<file path="config.mk">
export PLATFORM = sky130hd
export DESIGN_NAME = switch_arbiter
export DESIGN_NICKNAME = d
export VERILOG_FILES = /design/src/rtl/router_pkg.sv /design/src/rtl/rr_pick.sv /design/src/rtl/switch_arbiter.sv
export SDC_FILE = /design/constraint.sdc
export NUM_CORES = 1
export LEC_CHECK = 0
export BUFFER_PORTS_ARGS = -buffer_cell sky130_fd_sc_hd__buf_2
export CAP_MARGIN = 40
export CORE_ASPECT_RATIO = 1.4
export CORE_MARGIN = 4
export CORE_UTILIZATION = 25
export CTS_BUF_LIST = sky130_fd_sc_hd__clkbuf_16
export CTS_CLUSTER_SIZE = 25
export DETAILED_ROUTE_END_ITERATION = 8
export GPL_TIMING_DRIVEN = 0
export PLACE_DENSITY_LB_ADDON = 0.08
export SLEW_MARGIN = 20
export SYNTH_ARGS = -nofsm -noshare
export SYNTH_HDL_FRONTEND = slang
export SYNTH_SLANG_ARGS = --single-unit
</file>
<file path="constraint.sdc">
create_clock -name clk -period 3.3 [get_ports clk]
set_clock_uncertainty 0.1 [all_clocks]
set_input_delay 0.495 -clock clk [delete_from_list [all_inputs] [get_ports clk]]
set_output_delay 0.495 -clock clk [all_outputs]
set_load 0.02 [all_outputs]
</file>
<file path="src/rtl/router_pkg.sv">
// Shared router types and one-hot/index helpers used by the switch allocator.
package router_pkg;

    localparam int unsigned NPORT = 5;
    localparam int unsigned IDX_W = $clog2(NPORT);

    typedef enum logic {
        IDLE,
        LOCKED
    } arb_state_t;

    function automatic logic [NPORT-1:0] idx_to_oh(input logic [IDX_W-1:0] idx);
        logic [NPORT-1:0] oh;
        oh      = '0;
        oh[idx] = 1'b1;
        return oh;
    endfunction

    function automatic logic [IDX_W-1:0] oh_to_idx(input logic [NPORT-1:0] oh);
        logic [IDX_W-1:0] idx;
        idx = '0;
        for (int unsigned i = 0; i < NPORT; i++) begin
            if (oh[i]) idx = IDX_W'(i);
        end
        return idx;
    endfunction

    // Port index increment with wrap-around at NPORT.
    function automatic logic [IDX_W-1:0] next_idx(input logic [IDX_W-1:0] idx);
        return (idx == IDX_W'(NPORT - 1)) ? '0 : idx + 1'b1;
    endfunction

endpackage

</file>
<file path="src/rtl/rr_pick.sv">
// Combinational rotate-priority picker: first set bit of elig_i at or after ptr_i wins.
module rr_pick
    import router_pkg::*;
(
    input  logic [NPORT-1:0] elig_i,
    input  logic [IDX_W-1:0] ptr_i,
    output logic [NPORT-1:0] win_oh_c,
    output logic [IDX_W-1:0] win_idx_c
);

    logic             found;
    logic [IDX_W-1:0] cand;

    always_comb begin
        win_idx_c = '0;
        found     = 1'b0;
        cand      = ptr_i;
        for (int unsigned k = 0; k < NPORT; k++) begin
            if (!found && elig_i[cand]) begin
                found     = 1'b1;
                win_idx_c = cand;
            end
            cand = next_idx(cand);
        end
        win_oh_c = found ? idx_to_oh(win_idx_c) : '0;
    end

endmodule

</file>
<file path="src/rtl/switch_arbiter.sv">
// Per-output switch allocator: locks one input for a whole wormhole packet and tracks credits.
// SWITCH_ARB_RR_EN selects round-robin arbitration; otherwise input 0 has fixed highest priority.
module switch_arbiter
    import router_pkg::*;
#(
    parameter int unsigned CREDITS  = 4,
    parameter int unsigned CREDIT_W = 3
) (
    input  logic                clk,
    input  logic                rst,
    input  logic [NPORT-1:0]    req,
    input  logic [NPORT-1:0]    head,
    input  logic [NPORT-1:0]    tail,
    input  logic                credit_in,
    output logic [NPORT-1:0]    grant,
    output logic                fire,
    output logic                busy,
    output logic [CREDIT_W-1:0] credits
);

    arb_state_t          state_q, state_d;
    logic [NPORT-1:0]    grant_q, grant_d;
    logic [IDX_W-1:0]    owner_q, owner_d;
    logic [CREDIT_W-1:0] credits_q, credits_d;
    logic [IDX_W-1:0]    ptr_c;
    logic [NPORT-1:0]    win_oh_c;
    logic [IDX_W-1:0]    win_idx_c;
    logic                fire_c;

`ifdef SWITCH_ARB_RR_EN
    logic [IDX_W-1:0] ptr_q, ptr_d;
    assign ptr_c = ptr_q;
`else
    assign ptr_c = '0;
`endif

    rr_pick u_pick (
        .elig_i    (req & head),
        .ptr_i     (ptr_c),
        .win_oh_c  (win_oh_c),
        .win_idx_c (win_idx_c)
    );

    // grant is one-hot, so any overlap with req means the owner has a flit ready.
    assign fire_c  = (|(grant_q & req)) && (credits_q != '0);
    assign fire    = fire_c;
    assign grant   = grant_q;
    assign busy    = (state_q == LOCKED);
    assign credits = credits_q;

    always_ff @(posedge clk or posedge rst) begin
        if (rst) begin
            state_q   <= IDLE;
            grant_q   <= '0;
            owner_q   <= '0;
            credits_q <= CREDIT_W'(CREDITS);
        end else begin
            state_q   <= state_d;
            grant_q   <= grant_d;
            owner_q   <= owner_d;
            credits_q <= credits_d;
        end
    end

`ifdef SWITCH_ARB_RR_EN
    always_ff @(posedge clk or posedge rst) begin
        if (rst) ptr_q <= '0;
        else     ptr_q <= ptr_d;
    end
`endif

    always_comb begin
        state_d = state_q;
        grant_d = grant_q;
        owner_d = owner_q;
`ifdef SWITCH_ARB_RR_EN
        ptr_d   = ptr_q;
`endif
        case (state_q)
            IDLE: begin
                if (|win_oh_c) begin
                    state_d = LOCKED;
                    grant_d = win_oh_c;
                    owner_d = win_idx_c;
                end
            end
            LOCKED: begin
                if (fire_c && tail[owner_q]) begin
                    state_d = IDLE;
                    grant_d = '0;
`ifdef SWITCH_ARB_RR_EN
                    ptr_d   = next_idx(owner_q);
`endif
                end
            end
            default: begin
                state_d = IDLE;
                grant_d = '0;
            end
        endcase
    end

    // Return and consumption in the same cycle cancel; returns beyond capacity are dropped.
    always_comb begin
        credits_d = credits_q;
        if (fire_c && !credit_in) begin
            credits_d = credits_q - 1'b1;
        end else if (!fire_c && credit_in && (credits_q < CREDIT_W'(CREDITS))) begin
            credits_d = credits_q + 1'b1;
        end
    end

endmodule

</file>
Word level (Yosys, flattened, before mapping)
Cells that the tools add are included.
Storage, ports and cells
  bits in registers: 12
  input port bits: 18
  output and inout bits: 10
  word-level logic and storage cells: 59
Cells by class
  $add $sub $neg: 2
  order comparisons: 4
  eq/ne operators: 2
  muxes and demuxes: 22
  bitwise logic cells: 3
  reductions and logical operators: 22
Operators by type and width (count)
  5-bit 2-to-1 mux: 3
  5-bit bitwise AND: 2
  1-bit logical AND: 10
  1-bit 2-to-1 mux: 10
  5-bit case mux with 2 select lines: 1
  5-bit OR reduction: 2
  3-bit 2-to-1 mux: 3
  3-bit by 4-bit < comparator with 1-bit output (second input constant): 2
  1-bit logical NOT: 6
  2-bit 2-to-1 mux: 2
  2-bit AND reduction: 2
  3-bit by 1-bit adder with 3-bit output (second input constant): 1
  1-bit binary-select mux with 3-bit select: 1
  1-bit demux with 3-bit select: 1
  3-bit by 1-bit >= comparator with 1-bit output (second input constant): 1
  3-bit < comparator (second input constant): 1
  3-bit nonzero test: 1
  3-bit by 1-bit subtractor with 3-bit output (second input constant): 1
  2-bit by 1-bit inequality test with 1-bit output (second input constant): 1
  2-bit inequality test (second input constant): 1
  1-bit case mux with 2 select lines: 1
  2-bit nonzero test: 1
  1-bit inverter: 1

Longest topological paths before layout
  word-level depth: 22
  mapped depth: 8
  gate-level depth less buffers: 8

Cells and area by module
A second synthesis with hierarchy kept.
Unflattened totals
  cells, all modules: 183
  area, all modules: 1621.6 um2
Modules (own cells, without submodules)
  rr_pick: times used 1, cells an instance 111, area each 904.6 um2, seq. area each 0.0 um2
  switch_arbiter: times used 1, cells an instance 72, area each 716.9 um2, seq. area each 301.5 um2

Worst setup path before layout
Ideal clock, no wire load.
  path kind: input to register
  start: in req[3]
  end: reg credits_q[1] (netlist: credits[1])
  setup time: 77 ps
  data arrival time: 2212 ps
  data required time: 3123 ps
  setup slack: 911 ps
  stages: 7
  buffers on the path: 0
  cell sequence: a222oi_1 > and2_4 > or3_1 > fa_1 > a41oi_1 > o32ai_1 > a21oi_1
Between the ends
  cells in the longest elaborated chain, start to end: 7
  elaborated cells on any way between the ends: 9
  classes of those cells: mux: 1; bitwise: 1; reduce/logical: 7
RTL lines
  from (decl): RTL line switch_arbiter.sv:11  | input logic [NPORT-1:0] req,
  5-bit bitwise AND (*): RTL line switch_arbiter.sv:45  | assign fire_c = (|(grant_q & req)) && (credits_q != '0);
  5-bit OR reduction (*): RTL line switch_arbiter.sv:45
  1-bit logical AND (*): RTL line switch_arbiter.sv:45
  1-bit logical NOT: RTL line switch_arbiter.sv:108  | end else if (!fire_c && credit_in && (credits_q < CREDIT_W'(CREDITS))) begin
  1-bit logical AND (2 in series): RTL line switch_arbiter.sv:108
  2-bit nonzero test (no source line)
  to (signal assigned): RTL line switch_arbiter.sv:56  | credits_q <= CREDIT_W'(CREDITS);
  to (signal assigned): RTL line switch_arbiter.sv:61  | credits_q <= credits_d;
  to (decl): RTL line switch_arbiter.sv:24  | logic [CREDIT_W-1:0] credits_q, credits_d;
Mark *: on every way between the ends. The rest lies on a longest branch, timed or not.
A chain may end at the register's enable or synchronous reset.

Worst setup path after layout
  start: reg grant_q[3] (netlist: grant[3])
  end: reg credits_q[1] (netlist: credits[1])
Between the ends
  cells in the longest elaborated chain, start to end: 7
  elaborated cells on any way between the ends: 9
  classes of those cells: mux: 1; bitwise: 1; reduce/logical: 7
RTL lines
  from (decl): RTL line switch_arbiter.sv:22  | logic [NPORT-1:0] grant_q, grant_d;
  from (signal assigned): RTL line switch_arbiter.sv:59  | grant_q <= grant_d;
  5-bit bitwise AND (*): RTL line switch_arbiter.sv:45
  5-bit OR reduction (*): RTL line switch_arbiter.sv:45
  1-bit logical AND (*): RTL line switch_arbiter.sv:45
  1-bit logical NOT: RTL line switch_arbiter.sv:108
  1-bit logical AND (2 in series): RTL line switch_arbiter.sv:108
  2-bit nonzero test (no source line)
Marked as above.

==> flow_summary.toml <==
[placement]
portBuffers = 26
place_inst = 150
gp_congestion = 0.712
dp_hpwl_um = 1700

[critical_path]
worstPathArrival_ns = 2.68
critPathTopFamily = "compound AO/OA/AOI/OAI gates"
r2r_cells = 7
crit_start = "grant[3]"
end_kind = "register"
reg2reg_to = "credits[1]"
critical_path_class = "reg -> reg"
crit_path_cell_trace = "a222oi_1, and2_4, or3_1, fa_1, a41oi_1, o32ai_1, a21oi_1"
slowest_delay_ns = 0.68
crit_buf_inv = 0
rr_startpoint = "grant[3]"
required_ns = 3.36
cp_max_fo = 5
crit_slowest_cell = "a222oi_1"
cp-start-kind = "register"
r2r_setup_slack_ns = 0.69

[drt]
drt_wl_total_um = 2130
vias_per_cell = 5.04
wl_per_cell_um = 13.8
vias = 776
firstDrtPassIters = 4
drc_errors = 0
final_antenna_net_count = 0
drt_iter0_drc = 21

[clocking]
root_buffer = "clkbuf_16"
path_clk_slew_ns = 0.04
cts_buffers = 3
insertion_delay_ns = 0.24
post_cts_buffers = 0
postCtsHoldBufs = 0
clkSinkCount = 12
cts_tree = "built"
cts_resized = 0
clk_path_buf_depth = 2
htree_levels = 1

[final_layout]
antenna_cells = 0
fin_cells = 154
final-seq-area_um2 = 302
multiInputGateArea_um2 = 447
fin_util = 0.353
nets = 137
area_growth_pct = 33.1
n_fill_cell = 316
drive_gt1_frac = 0.325

[synthesis]
ys_top_cells_by_area = "dfrtp_1 (36%), nand2_1 (5.8%), o32ai_1 (4.5%)"
muxShareOfSynthArea = 0.0259
synth_seq_cells = 12
synth.most_common_cell = "nand2_1"
synth_simple_gate_area_frac = 0.222
synth_top_family_by_area = "compound AO/OA/AOI/OAI gates"
synth_top_area_share = 0.357
synth-adder-area-share = 0.0259
async_flop_share = 1.00
avgSynthCellArea_um2 = 8.87
yosys_warnings = 0
synth_nets = 106
ys_seq_area_frac = 0.391
synth_edf_count = 0
postSynthCellCount = 87
syn_area_um2 = 772
synth_ff_type = "dfrtp_1"
yosys.area.top_type = "dfrtp_1"
synth-xor-area-share = 0
synth-compound-area-share = 0.305
synthTopCellsByCount = "nand2_1 (12), dfrtp_1 (11), nor2_1 (9), a21oi_1 (6), inv_1 (5)"
synth_cell_types = 34

[die]
die_w_um = 55.0
fp.dieH_um = 73.8
start_util = 0.266
num_io_pins = 28
die_area_um2 = 4050
core_um2 = 2910
rows = 23

[global_route]
grt_max_degree = 13
grt_usage = 0.119
grt_pass1_wl_um = 3530
grt_remaining_overflow = 0
grt_pass1_vias = 797
antenna_found_initial = 0

[sta]
finalMaxSlewViolations = 0
max_freq_mhz = 383
period_minus_slack_ns = 2.61
setup_tns_ns = 0
hold_viol = 0
fin_crit_sh = 0.792
rsz0062_at_grt = "no"
setup_viol = 0
worst_pin_slew_ns = 0.729
slew_headroom = 0.514

[min_path]
hold_class = "in -> async"

[pwr]
p_int_w = 0.000551
power_density_nw_per_um2 = 920
switching_share = 0.417
vdd_drop_max_mv = 0.383
p_leak_nw = 0.476
seqPwrFrac = 0.289
p_sw_w = 0.000394
clkPwrFrac = 0.237
pwr-share-comb = 0.473

[outcome]
status = "finished, final reports clean"

[job]
drv_cap = 0
[metrics by stage]
step	hold WS [ns]	power, W	setup WS [ns]	area [um^2]
after floorplan	0.259	0.000593	0.911	772
after global placement	0.439	0.000723	0.489	948
after detailed placement	0.446	0.000730	0.466	948
after CTS	0.188	0.000956	0.679	1030
after global routing	0.211	0.00103	0.444	1030
final	0.169	0.000945	0.687	1030
[cell type report]
class	instances	area share
multi-input combinational	69	0.435
sequential	12	0.294
timing repair buffer	26	0.127
clock buffer	3	0.0731
tap	37	0.0451
inverter	5	0.0183
buffer	1	0.00487
clock inverter	1	0.00365
[registers in the layout, summed over array words and instances, names as in the netlist]
register / count
busy: 1
credits: 3
grant: 5
owner_q: 3
[power groups by stage]
stage | Sequential, W | Clock [W] | Combinational, W
global placement | 0.000277 | 0 | 0.000446
detailed placement | 0.000278 | 0 | 0.000452
CTS | 0.000275 | 0.000227 | 0.000454
finish | 0.000274 | 0.000224 | 0.000447
global route | 0.000286 | 0.000235 | 0.000507
floorplan | 0.000311 | 0 | 0.000282
[cell usage in the layout (no fill, tap or decap), types with 2 or more instances in the layout]
| master | synthesis | layout |
|---|---|---|
| clkbuf_16 | 0 | 3 |
| nand2_1 | 12 | 12 |
| nand3b_1 | 2 | 2 |
| mux2i_1 | 2 | 2 |
| a22oi_1 | 2 | 2 |
| o21ai_0 | 4 | 4 |
| nand2b_1 | 3 | 3 |
| buf_2 | 1 | 27 |
| o32ai_1 | 4 | 4 |
| and2_1 | 2 | 2 |
| nor2_1 | 9 | 9 |
| inv_1 | 5 | 6 |
| nand3_1 | 3 | 3 |
| a21oi_1 | 6 | 6 |
| dfrtp_1 | 11 | 11 |
| nor3_1 | 2 | 2 |
[per-layer routing]
metal	vias to the layer above	wire (um)	GRT usage
met4	0	38	0.0568
met5	-	0	0
met1	363	847	0.128
met3	4	100	0.0183
met2	25	1140	0.217
li1	384	-	-
[kinds of logic (layout without fill, tap and decap cells)]
family,after synthesis,in the layout
buf+inv,6,36
fa+ha+maj,1,1
flops,12,12
compound gates,30,30
simple gates,36,36
mux,2,2
[worst max path at each step]
| stage | to | slack, ns | depth (start not counted) |
|---|---|---|---|
| finish | credits[1] | 0.69 | 7 |
| global route | credits[1] | 0.44 | 7 |
| floorplan | credits[1] | 0.91 | 7 |
| detailed placement | credits[1] | 0.47 | 8 |
| global placement | credits[1] | 0.49 | 8 |
| CTS | credits[1] | 0.68 | 7 |
(Power assumes the default switching activity.)
